===== config.mk =====
export PLATFORM = sky130hd
export DESIGN_NAME = vga_frame_gen
export DESIGN_NICKNAME = d
export VERILOG_FILES = /design/src/rtl/vga_frame_gen_pkg.sv /design/src/rtl/vga_sync_counter.sv /design/src/rtl/vga_frame_gen.sv
export SDC_FILE = /design/constraint.sdc
export NUM_CORES = 1
export LEC_CHECK = 0
export CAP_MARGIN = 25
export CELL_PAD_IN_SITES_DETAIL_PLACEMENT = 0
export CELL_PAD_IN_SITES_GLOBAL_PLACEMENT = 1
export CORE_MARGIN = 5
export CORE_UTILIZATION = 35
export DETAILED_ROUTE_END_ITERATION = 12
export PLACE_DENSITY = 0.78
export SYNTH_ARGS = -nofsm -noshare
export SYNTH_HDL_FRONTEND = slang
export SYNTH_SLANG_ARGS = --single-unit

===== constraint.sdc =====
create_clock -name i_Clk -period 7.95 [get_ports i_Clk]
set_clock_uncertainty 0.15 [all_clocks]
set_input_delay 2.385 -clock i_Clk [delete_from_list [all_inputs] [get_ports i_Clk]]
set_output_delay 2.385 -clock i_Clk [all_outputs]
set_load 0.02 [all_outputs]

===== src/rtl/vga_frame_gen_pkg.sv =====
// ---------------------------------------------------------------------------
// vga_frame_gen_pkg
// Shared VGA 640x480@60 timing constants (pixel clocks / lines), the default
// split colours and small helpers used by the frame generator, the sync
// counter, the bar-position logic and the benches.
// No ports: package only.
// ---------------------------------------------------------------------------
package vga_frame_gen_pkg;

  // Horizontal timing, in pixel clocks.
  localparam int H_ACTIVE_DEF = 640;
  localparam int H_FP_DEF     = 16;
  localparam int H_SYNC_DEF   = 96;
  localparam int H_BP_DEF     = 48;
  localparam int H_TOTAL_DEF  = H_ACTIVE_DEF + H_FP_DEF + H_SYNC_DEF + H_BP_DEF;

  // Vertical timing, in lines.
  localparam int V_ACTIVE_DEF = 480;
  localparam int V_FP_DEF     = 10;
  localparam int V_SYNC_DEF   = 2;
  localparam int V_BP_DEF     = 33;
  localparam int V_TOTAL_DEF  = V_ACTIVE_DEF + V_FP_DEF + V_SYNC_DEF + V_BP_DEF;

  // One frame in pixel clocks (420000 for the defaults).
  localparam int FRAME_CLKS_DEF = H_TOTAL_DEF * V_TOTAL_DEF;

  // RGB333 colours, packed {red, green, blue}.
  localparam logic [8:0] TOP_COLOUR_DEF = 9'b111_000_000;
  localparam logic [8:0] BOT_COLOUR_DEF = 9'b000_000_111;
  localparam logic [8:0] BLACK          = 9'b000_000_000;

  typedef struct packed {
    logic [2:0] red;
    logic [2:0] grn;
    logic [2:0] blu;
  } rgb333_t;

  // Inclusive range test on a 10-bit coordinate.
  function automatic logic in_window(input logic [9:0] val,
                                     input logic [9:0] lo,
                                     input logic [9:0] hi);
    return (val >= lo) && (val <= hi);
  endfunction

endpackage


===== src/rtl/vga_sync_counter.sv =====
// ---------------------------------------------------------------------------
// vga_sync_counter
// Free-running horizontal / vertical raster counters plus the raw
// (unregistered) decode of sync and visible region from the counter state.
// Ports:
//   i_Clk        pixel clock
//   i_Reset      synchronous active-high reset, counters go to (0,0)
//   o_HCnt       horizontal counter, 0..H_TOTAL-1
//   o_VCnt       vertical counter, 0..V_TOTAL-1
//   o_HSyncRaw   active-low hsync decoded from o_HCnt
//   o_VSyncRaw   active-low vsync decoded from o_VCnt
//   o_ActiveRaw  high while (o_HCnt, o_VCnt) is in the visible region
// ---------------------------------------------------------------------------
module vga_sync_counter
  import vga_frame_gen_pkg::*;
#(
  parameter int H_ACTIVE = H_ACTIVE_DEF,
  parameter int H_FP     = H_FP_DEF,
  parameter int H_SYNC   = H_SYNC_DEF,
  parameter int H_BP     = H_BP_DEF,
  parameter int V_ACTIVE = V_ACTIVE_DEF,
  parameter int V_FP     = V_FP_DEF,
  parameter int V_SYNC   = V_SYNC_DEF,
  parameter int V_BP     = V_BP_DEF
) (
  input  logic       i_Clk,
  input  logic       i_Reset,
  output logic [9:0] o_HCnt,
  output logic [9:0] o_VCnt,
  output logic       o_HSyncRaw,
  output logic       o_VSyncRaw,
  output logic       o_ActiveRaw
);

  localparam int H_TOTAL = H_ACTIVE + H_FP + H_SYNC + H_BP;
  localparam int V_TOTAL = V_ACTIVE + V_FP + V_SYNC + V_BP;

  localparam logic [9:0] H_MAX      = 10'(H_TOTAL - 1);
  localparam logic [9:0] V_MAX      = 10'(V_TOTAL - 1);
  localparam logic [9:0] H_VIS      = 10'(H_ACTIVE);
  localparam logic [9:0] V_VIS      = 10'(V_ACTIVE);
  localparam logic [9:0] HS_FIRST   = 10'(H_ACTIVE + H_FP);
  localparam logic [9:0] HS_LAST    = 10'(H_ACTIVE + H_FP + H_SYNC - 1);
  localparam logic [9:0] VS_FIRST   = 10'(V_ACTIVE + V_FP);
  localparam logic [9:0] VS_LAST    = 10'(V_ACTIVE + V_FP + V_SYNC - 1);

  logic [9:0] h_q, h_d;
  logic [9:0] v_q, v_d;

  always_comb begin
    h_d = h_q + 10'd1;
    v_d = v_q;
    if (h_q == H_MAX) begin
      h_d = 10'd0;
      // The line counter only moves on the horizontal wrap.
      if (v_q == V_MAX) begin
        v_d = 10'd0;
      end else begin
        v_d = v_q + 10'd1;
      end
    end
  end

  always_ff @(posedge i_Clk) begin
    if (i_Reset) begin
      h_q <= 10'd0;
      v_q <= 10'd0;
    end else begin
      h_q <= h_d;
      v_q <= v_d;
    end
  end

  // Vsync decodes on the line counter alone, so it spans whole lines.
  always_comb begin
    o_HCnt      = h_q;
    o_VCnt      = v_q;
    o_HSyncRaw  = ~in_window(h_q, HS_FIRST, HS_LAST);
    o_VSyncRaw  = ~in_window(v_q, VS_FIRST, VS_LAST);
    o_ActiveRaw = (h_q < H_VIS) && (v_q < V_VIS);
  end

endmodule


===== src/rtl/vga_frame_gen.sv =====
// ---------------------------------------------------------------------------
// vga_frame_gen
// VGA raster generator with a two-colour screen split at a programmable row.
// Every output is registered one clock after the counter state, so sync,
// active, colour and the reported coordinate all describe the same pixel.
// Ports:
//   i_Clk                pixel clock (25 MHz for the default timing)
//   i_Reset              synchronous active-high reset
//   i_VerticalSplitLine  split row; latched once per frame at (0,0)
//   o_NewFrameTick       one-clock pulse at the start of vertical blanking
//   o_HSync / o_VSync    active-low sync
//   o_Red/o_Grn/o_Blu    RGB333 pixel colour, 0 outside the visible region
//   o_Active             high while in the visible region
//   o_Col / o_Row        coordinate of the pixel on the outputs (raw counter
//                        values, also during blanking)
// ---------------------------------------------------------------------------
module vga_frame_gen
  import vga_frame_gen_pkg::*;
#(
  parameter int         H_ACTIVE   = H_ACTIVE_DEF,
  parameter int         H_FP       = H_FP_DEF,
  parameter int         H_SYNC     = H_SYNC_DEF,
  parameter int         H_BP       = H_BP_DEF,
  parameter int         V_ACTIVE   = V_ACTIVE_DEF,
  parameter int         V_FP       = V_FP_DEF,
  parameter int         V_SYNC     = V_SYNC_DEF,
  parameter int         V_BP       = V_BP_DEF,
  parameter logic [8:0] TOP_COLOUR = TOP_COLOUR_DEF,
  parameter logic [8:0] BOT_COLOUR = BOT_COLOUR_DEF
) (
  input  logic       i_Clk,
  input  logic       i_Reset,
  input  logic [8:0] i_VerticalSplitLine,
  output logic       o_NewFrameTick,
  output logic       o_HSync,
  output logic       o_VSync,
  output logic [2:0] o_Red,
  output logic [2:0] o_Grn,
  output logic [2:0] o_Blu,
  output logic       o_Active,
  output logic [9:0] o_Col,
  output logic [9:0] o_Row
);

  localparam logic [9:0] V_VIS = 10'(V_ACTIVE);

  logic [9:0] h_cnt;
  logic [9:0] v_cnt;
  logic       hsync_raw;
  logic       vsync_raw;
  logic       active_raw;

  vga_sync_counter #(
    .H_ACTIVE (H_ACTIVE),
    .H_FP     (H_FP),
    .H_SYNC   (H_SYNC),
    .H_BP     (H_BP),
    .V_ACTIVE (V_ACTIVE),
    .V_FP     (V_FP),
    .V_SYNC   (V_SYNC),
    .V_BP     (V_BP)
  ) u_sync_counter (
    .i_Clk       (i_Clk),
    .i_Reset     (i_Reset),
    .o_HCnt      (h_cnt),
    .o_VCnt      (v_cnt),
    .o_HSyncRaw  (hsync_raw),
    .o_VSyncRaw  (vsync_raw),
    .o_ActiveRaw (active_raw)
  );

  logic       frame_start;
  logic [8:0] split_q, split_d;
  logic [8:0] split_eff;
  rgb333_t    colour_q, colour_d;
  logic       tick_q, tick_d;
  logic       hsync_q, hsync_d;
  logic       vsync_q, vsync_d;
  logic       active_q, active_d;
  logic [9:0] col_q, col_d;
  logic [9:0] row_q, row_d;

  // The split row is only allowed to change at the very first pixel of a
  // frame, so a moving bar never tears mid-frame. That first pixel must
  // already use the freshly sampled value, hence split_eff.
  always_comb begin
    frame_start = (h_cnt == 10'd0) && (v_cnt == 10'd0);
    split_d     = frame_start ? i_VerticalSplitLine : split_q;
    split_eff   = split_d;
  end

  always_comb begin
    colour_d = BLACK;
    if (active_raw) begin
      // Zero-extend the 9-bit split: values >= V_ACTIVE give an all-top frame.
      if (v_cnt < {1'b0, split_eff}) begin
        colour_d = TOP_COLOUR;
      end else begin
        colour_d = BOT_COLOUR;
      end
    end
    tick_d   = (h_cnt == 10'd0) && (v_cnt == V_VIS);
    hsync_d  = hsync_raw;
    vsync_d  = vsync_raw;
    active_d = active_raw;
    col_d    = h_cnt;
    row_d    = v_cnt;
  end

  always_ff @(posedge i_Clk) begin
    if (i_Reset) begin
      split_q  <= 9'd0;
      colour_q <= BLACK;
      tick_q   <= 1'b0;
      hsync_q  <= 1'b1;
      vsync_q  <= 1'b1;
      active_q <= 1'b0;
      col_q    <= 10'd0;
      row_q    <= 10'd0;
    end else begin
      split_q  <= split_d;
      colour_q <= colour_d;
      tick_q   <= tick_d;
      hsync_q  <= hsync_d;
      vsync_q  <= vsync_d;
      active_q <= active_d;
      col_q    <= col_d;
      row_q    <= row_d;
    end
  end

  always_comb begin
    o_NewFrameTick = tick_q;
    o_HSync        = hsync_q;
    o_VSync        = vsync_q;
    o_Red          = colour_q.red;
    o_Grn          = colour_q.grn;
    o_Blu          = colour_q.blu;
    o_Active       = active_q;
    o_Col          = col_q;
    o_Row          = row_q;
  end

endmodule

==> results of run 1 <==
per-stage QoR:
stage	hold WS, ns	area (sq um)
CTS	0.3599	2877
floorplan	0.3107	2391
global placement	0.3274	2759
finish	0.3591	2877
global route	0.3841	2877
detailed placement	0.3380	2759
final cells by class:
type | count | area, sq um | share of cell area
multi-input cells | 161 | 1127 | 0.3919
flip-flops and latches | 55 | 1101 | 0.3828
repair buffers | 42 | 415.4 | 0.1444
well taps | 80 | 100.1 | 0.03480
clock buffers | 6 | 82.58 | 0.02871
clock inverters | 2 | 35.03 | 0.01218
inverters | 4 | 15.01 | 0.005220
sequential cells by signal, summed over array words and instances, names as in the netlist, 9 cells and up:
register,flops
o_Col,10
o_Row,10
u_sync_counter.o_HCnt,10
u_sync_counter.o_VCnt,10
split_q,9
cell families (layout without fill, tap and decap cells):
family / after synthesis / in the layout / synth area share
simple gates: 105 / 105 / 0.2546
flops: 55 / 55 / 0.4619
buf+inv: 28 / 54 / 0.06823
xor+xnor: 16 / 16 / 0.05879
compound gates: 15 / 15 / 0.04882
fa+ha+maj: 13 / 13 / 0.06824
mux: 9 / 9 / 0.03780
other cells: 1 / 3 / 0.001573
path summary, 6_finish.rpt:
path | cells past startpoint | slack (ns) | to | from
worst max-delay path | 8 | 3.85 | o_Blu[1] | i_VerticalSplitLine[5]
worst min-delay path | 2 | 0.36 | split_q[8] | split_q[8]
worst max register to register | 13 | 4.82 | o_Blu[1] | u_sync_counter.o_VCnt[0]
worst min register to register | 2 | 0.36 | split_q[8] | split_q[8]
worst max-delay path, stage by stage:
cell and delay [ns]:
clkdlybuf4s50_1 0.46, mux2i_1 0.09, ha_1 0.31, nand3_1 0.10
nor4_1 0.36, and2_1 0.20, o2111ai_1 0.11, a21bo_1 0.21
routing by layer:
layer | vias to the layer above | track usage | share of wire
met2 | 41 | 0.1662 | 0.43
li1 | 869 | - | -
met5 | - | 0 | 0
met3 | 5 | 0.03249 | 0.057
met1 | 761 | 0.1499 | 0.49
met4 | 0 | 0.04827 | 0.019
power by group through the flow:
stage	sequential (mW)	clock (mW)	combinational, mW
3_5_place_dp	0.293	0	0.0533
2_1_floorplan	0.294	0	0.0376
3_3_place_gp	0.293	0	0.0528
6_report	0.286	0.187	0.0528
5_1_grt	0.287	0.203	0.0592
4_1_cts	0.287	0.194	0.0535
cell usage in the layout, fill, tap and decap left out, types with 6 or more instances in the layout:
master            n
dfxtp_1          55
clkdlybuf4s50_1  40
nor2_1           32
nor2b_1          16
ha_1             13
xor2_1           12
nand4_1          10
mux2i_1           9
nor3_1            9
nand2_1           7
nand3_1           7
and3_1            6
clkbuf_8          6
==> summary.md, run 1 <==
| Metric | Value |
|---|---|
| Status | completed |
| Synth Instances | 242 |
| Port Buffer Count | 40 |
| Initial DRC count | between 90 and 100 |
| Layout cell share with drive strength beyond 1 | 0.06667 |
| Routed wire length | 4.515 mm |
| Final non-filler cell total | 350 |
| Via Count | ~1,700 |
| Combinational Power Share | 0.100 |
| Pre-Repair DR Iteration Count | 4 |
| Fillers | ~660 |
| CTS root buffer | clkbuf_8 |
| Most frequent cell after synthesis | dfxtp_1 |
| DPL Wire Length | approximately 3.2 mm |
| Fmax | approximately 240 MHz |
| Residual DRC | 0 |
| DRT antenna net count | 0 |
| Initial Util | 0.3547 |
| Hold Vio Cnt, Final | 0 |
| Setup Slack @ Placement | between 3 and 4 ns |
| P per Cell Area | 183.0 nW/um^2 |
| Leakage power | 1.170 nW |
| Synth area leader | dfxtp_1 |
| CTS hold repair buffers | 0 |
| Inserted Diodes | 0 |
| Std cell rows | 30 |
| Postcts setup bufs | 0 |
| Yosys top cell area share | 0.4619 |
| Yosys warning count | 0 |
| CTS tree | done |
| CTS Buf Count | 5 |
| GP Congestion | between 0.7 and 0.8 |
| Mean Syn Cell Area | just under 10 sq um |
| Relative slew slack | 0.6350 |
| List of most frequent post-synthesis cells | 55 x dfxtp_1, 32 x nor2_1, 16 x nor2b_1 |
| Crit share post-route | 0.5161 |
| Congestion Overflow GR | 0 |
| Hold crit path type | reg -> reg |
| Post-CTS resize count | 0 |
| Max Slew Vio Count | 0 |
| Clock power frac | 0.356 |
| Max clock buf depth | 2 |
| Ports | 44 |
| # setup viols final | 0 |
| Synth top area cells | dfxtp_1 46%, ha_1 6.8%, nor2_1 5.0%, xor2_1 4.4%, nor2b_1 4.2% |
| Initial antenna violation count | 0 |
| Yosys cell types | 41 |
| CP Class | in -> reg |
| NetSw | about 0.12 mW |
| Fin worst setup slack | 3.847 ns |
| TNS Setup | 0 ns |
| CP Capture Type | flip-flop |
| Chip width | about 93 um |
| Core Region | between 6000 and 7000 sq um |
| CP Max Fanout | 2 |
| P&R area growth vs syn | 20.68% |
| Worst-Skew Late Latency | between 0.3 and 0.4 ns |
| First-pass GRT wire length | 7.672 mm |
| Drt via density | 4.789 |
| Arr. time, crit path | around 4.2 ns |
| Sequential fraction of the synthesis area | 0.4619 |
| Overall track demand over capacity in global routing | 0.1117 |
| Routed length per instance | 12.90 um |
| Total Power | between 0.5 and 0.6 mW |
| RSZ-0062 raised after global routing | no |
| Die Y | about 93 um |
| WP data required | approximately 8.1 ns |
| Largest net degree at the start of global routing | between 40 and 50 |
| Vias in the first global route | between 1,500 and 2,000 |
| NumNets Final | 293 |
| Synth Flop Type | dfxtp_1 |
| Yosys reg bits | 55 |
| Sw Ratio | 0.2222 |
| Ys async rst share | 0 |
| Internal | about 0.41 mW |
| Htree depth | 2 |
| Clk pin slew, worst setup/hold paths | roughly 0.09 ns |
| Synth Cell Area | 2384 sq um |
| Final min period | 4.103 ns |
| Final Util | 0.4281 |
| Reg power frac | 0.544 |
| Placed cells | roughly 340 |
| Critical path startpoint category | input port |
| VDD IR max | between 0.05 and 0.06 mV |
| Worst Tran Pin Value | 0.5475 ns |
| Die area | around 8600 sq um |
| Max-cap viol count | 0 |
| Post-synth EDFFs | 0 |
| CTS sink count | 55 |
Note: power is estimated with default switching activity, not from simulation.
==> inputs of run 2 (changes only) <==
==> constraint.sdc (replaced) <==
create_clock -name i_Clk -period 4.25 [get_ports i_Clk]
set_clock_uncertainty 0.15 [all_clocks]
set_input_delay 1.275 -clock i_Clk [delete_from_list [all_inputs] [get_ports i_Clk]]
set_output_delay 1.275 -clock i_Clk [all_outputs]
set_load 0.02 [all_outputs]
==> run 2 against run 1 <==
Effect of this change: global-route usage grew 0.051 points; worst setup slack lost 2.7 ns; clock-buffer cell count grew 1; combinational power grew 87%; critical path depth grew 5; total power grew 72%; critical path type is now reg -> reg; highest routed layer unchanged.
==> summary.md, run 2 (same netlist as run 1, synthesis figures left out) <==
| Metric | Value |
|---|---|
| Status | completed (unchanged) |
| P&R area growth vs syn | 19.16% (was 20.68%) |
| Routed length per instance | 13.19 um (was 12.90 um) |
| P per Cell Area | 319.7 nW/um^2 (was 183.0 nW/um^2) |
| Most common cell after layout, fill and taps aside | dfxtp_1 (unchanged) |
| Pre-Repair DR Iteration Count | 4 (unchanged) |
| FF-to-FF path depth | 13 (unchanged) |
| Internal | 0.6916 mW (was 0.4095 mW) |
| Max clock buf depth | 2 (unchanged) |
| Critical path startpoint category | flip-flop (was input port) |
| Max-cap viol count | 0 (unchanged) |
| NumNets Final | 293 (unchanged) |
| Setup Slack @ Placement | 0.9797 ns (was 3.516 ns) |
| Post-CTS resize count | 0 (unchanged) |
| Inserted Diodes | 0 (unchanged) |
| First-pass GRT wire length | 7.734 mm (was 7.672 mm) |
| CTS root buffer | clkbuf_8 (unchanged) |
| Max Slew Vio Count | 0 (unchanged) |
| Leakage power | 1.152 nW (was 1.170 nW) |
| Vias in the first global route | 1,568 (was 1,610) |
| Worst-Skew Late Latency | 0.30 ns (was 0.31 ns) |
| Fin worst setup slack | 1.126 ns (was 3.847 ns) |
| WP data required | 4.34 ns (was 8.05 ns) |
| Hold Vio Cnt, Final | 0 (unchanged) |
| CTS sink count | 55 (unchanged) |
| Overall track demand over capacity in global routing | 0.1122 (was 0.1117) |
| Clk pin slew, worst setup/hold paths | 0.09 ns (about the same) |
| CTS tree | done (unchanged) |
| Clock power frac | 0.301 (was 0.356) |
| R2r setup slk | 1.13 ns (was 4.82 ns) |
| FF-to-FF Start | u_sync_counter.o_VCnt[0] (unchanged) |
| Postcts setup bufs | 0 (unchanged) |
| DPL Wire Length | 3.273 mm (was 3.201 mm) |
| Final Util | 0.4227 (was 0.4281) |
| RSZ-0062 raised after global routing | no (unchanged) |
| Routed wire length | 4.618 mm (was 4.515 mm) |
| NetSw | 0.2165 mW (was 0.1170 mW) |
| Crit path depth | 13 (was 8) |
| Relative slew slack | 0.6280 (was 0.6350) |
| CP Buf/Inv Count | 2 (was 1) |
| Via Count | 1,661 (was 1,676) |
| CP peak stage delay | 0.39 ns (was 0.46 ns) |
| CTS Buf Count | 5 (unchanged) |
| Largest net degree at the start of global routing | 41 (was 45) |
| Commonest cells after routing, fill and taps aside | 55 x dfxtp_1, 40 x clkdlybuf4s50_1, 32 x nor2_1, 16 x nor2b_1, 13 x ha_1 (unchanged) |
| Reg power frac | 0.590 (was 0.544) |
| Drt via density | 4.746 (was 4.789) |
| Std cell rows | 30 (unchanged) |
| Total Power | 0.9081 mW (was 0.5265 mW) |
| DRT antenna net count | 0 (unchanged) |
| Critical Path End | o_Blu[1] (unchanged) |
| Htree depth | 2 (unchanged) |
| # setup viols final | 0 (unchanged) |
| VDD IR max | 0.1210 mV (was 0.05654 mV) |
| Arr. time, crit path | 3.22 ns (was 4.21 ns) |
| Reg2reg end | o_Blu[1] (unchanged) |
| Combinational Power Share | 0.109 (was 0.100) |
| CTS hold repair buffers | 0 (unchanged) |
| Ports | 44 (unchanged) |
| Die area | 8561 sq um (unchanged) |
| Core Region | 6719 sq um (unchanged) |
| CP Capture Type | flip-flop (unchanged) |
| Layout cell share with drive strength beyond 1 | 0.05926 (was 0.06667) |
| Critical path's top delay family | simple AND/OR/NAND/NOR gates (unchanged) |
| CP dominant cell by count | ha_1 |
| Final min period | around 3.1 ns |
| Slowest CP cell | dfxtp_1 (was clkdlybuf4s50_1) |
| Chip width | 92.53 um (unchanged) |
| Residual DRC | 0 (unchanged) |
| Worst Setup SP | u_sync_counter.o_VCnt[0] (was i_VerticalSplitLine[5]) |
| Port Buffer Count | 40 (unchanged) |
| Worst Tran Pin Value | 0.5580 ns (was 0.5475 ns) |
| Fmax | roughly 320 MHz |
| CP Max Fanout | 11 (was 2) |
| Crit share post-route | 0.7350 |
| GP Congestion | 0.7598 (was 0.7175) |
| Initial DRC count | 61 (was 92) |
| Initial Util | 0.3547 (unchanged) |
| Initial antenna violation count | 0 (unchanged) |
| Congestion Overflow GR | 0 (unchanged) |
| Die Y | 92.53 um (unchanged) |
| TNS Setup | 0 ns (unchanged) |
| Cell Chain, Critical Path | inv_1, ha_1, nor4b_4, nand4_1, nor4_2, buf_4, mux2i_1, ha_1, nand3_1, nor4_1, and2_1, o2111ai_1, a21bo_1 (was clkdlybuf4s50_1, mux2i_1, ha_1, nand3_1, nor4_1, and2_1, o2111ai_1, a21bo_1) |
| CP Class | reg -> reg (was in -> reg) |
| Hold crit path type | reg -> reg (unchanged) |
| Sw Ratio | 0.2384 (was 0.2222) |
-- run 2: metrics by stage --
stage                     instance area [sq um]  std cells  hold slack (ns)
after detailed placement                   2759        342           0.3369
after global routing                       2840        350           0.3983
after CTS                                  2840        350           0.3599
after global placement                     2759        342           0.3266
final                                      2840        350           0.3604
after floorplan                            2391        244           0.3107
-- run 2: layer usage --
metal | share of wire | up-vias | track usage | wire, um
met5 | 0 | - | 0 | 0
met4 | 0.014 | 0 | 0.04084 | 66
met3 | 0.052 | 4 | 0.03412 | 240
met2 | 0.42 | 36 | 0.1607 | 1929
met1 | 0.52 | 746 | 0.1579 | 2382
li1 | - | 875 | - | -
-- run 2: cell type report --
type / instances / area [sq um]
Clock buffer: 7 / 76.32
Clock inverter: 1 / 5.005
Fill cell: 652 / 3879
Inverter: 4 / 15.01
Multi-Input combinational cell: 161 / 1127
Sequential cell: 55 / 1101
Tap cell: 80 / 100.1
Timing Repair Buffer: 42 / 415.4
-- run 2: worst reg2reg max path, stage by stage (launching register included) --
cell and delay [ns]:
dfxtp_1 0.39, inv_1 0.16, ha_1 0.21, nor4b_4 0.22, nand4_1 0.14, nor4_2 0.15, buf_4 0.26, mux2i_1 0.27
ha_1 0.19, nand3_1 0.10, nor4_1 0.33, and2_1 0.20, o2111ai_1 0.10, a21bo_1 0.21
-- run 2: worst min path at each step --
stage                    start         end  slack [ns]  cells after the start
global placement    split_q[0]  split_q[0]        0.33                      2
global route        split_q[7]  split_q[7]        0.40                      2
CTS                 split_q[0]  split_q[0]        0.36                      2
finish              split_q[5]  split_q[5]        0.36                      2
detailed placement  split_q[0]  split_q[0]        0.34                      2
floorplan           split_q[0]  split_q[0]        0.31                      2
-- run 2: power groups by stage --
| stage | registers [mW] | logic, mW | clock network (mW) |
|---|---|---|---|
| floorplan | 0.550 | 0.0703 | 0 |
| detailed placement | 0.548 | 0.0992 | 0 |
| global placement | 0.548 | 0.0987 | 0 |
| global route | 0.538 | 0.110 | 0.301 |
| finish | 0.536 | 0.0986 | 0.274 |
| CTS | 0.536 | 0.100 | 0.283 |
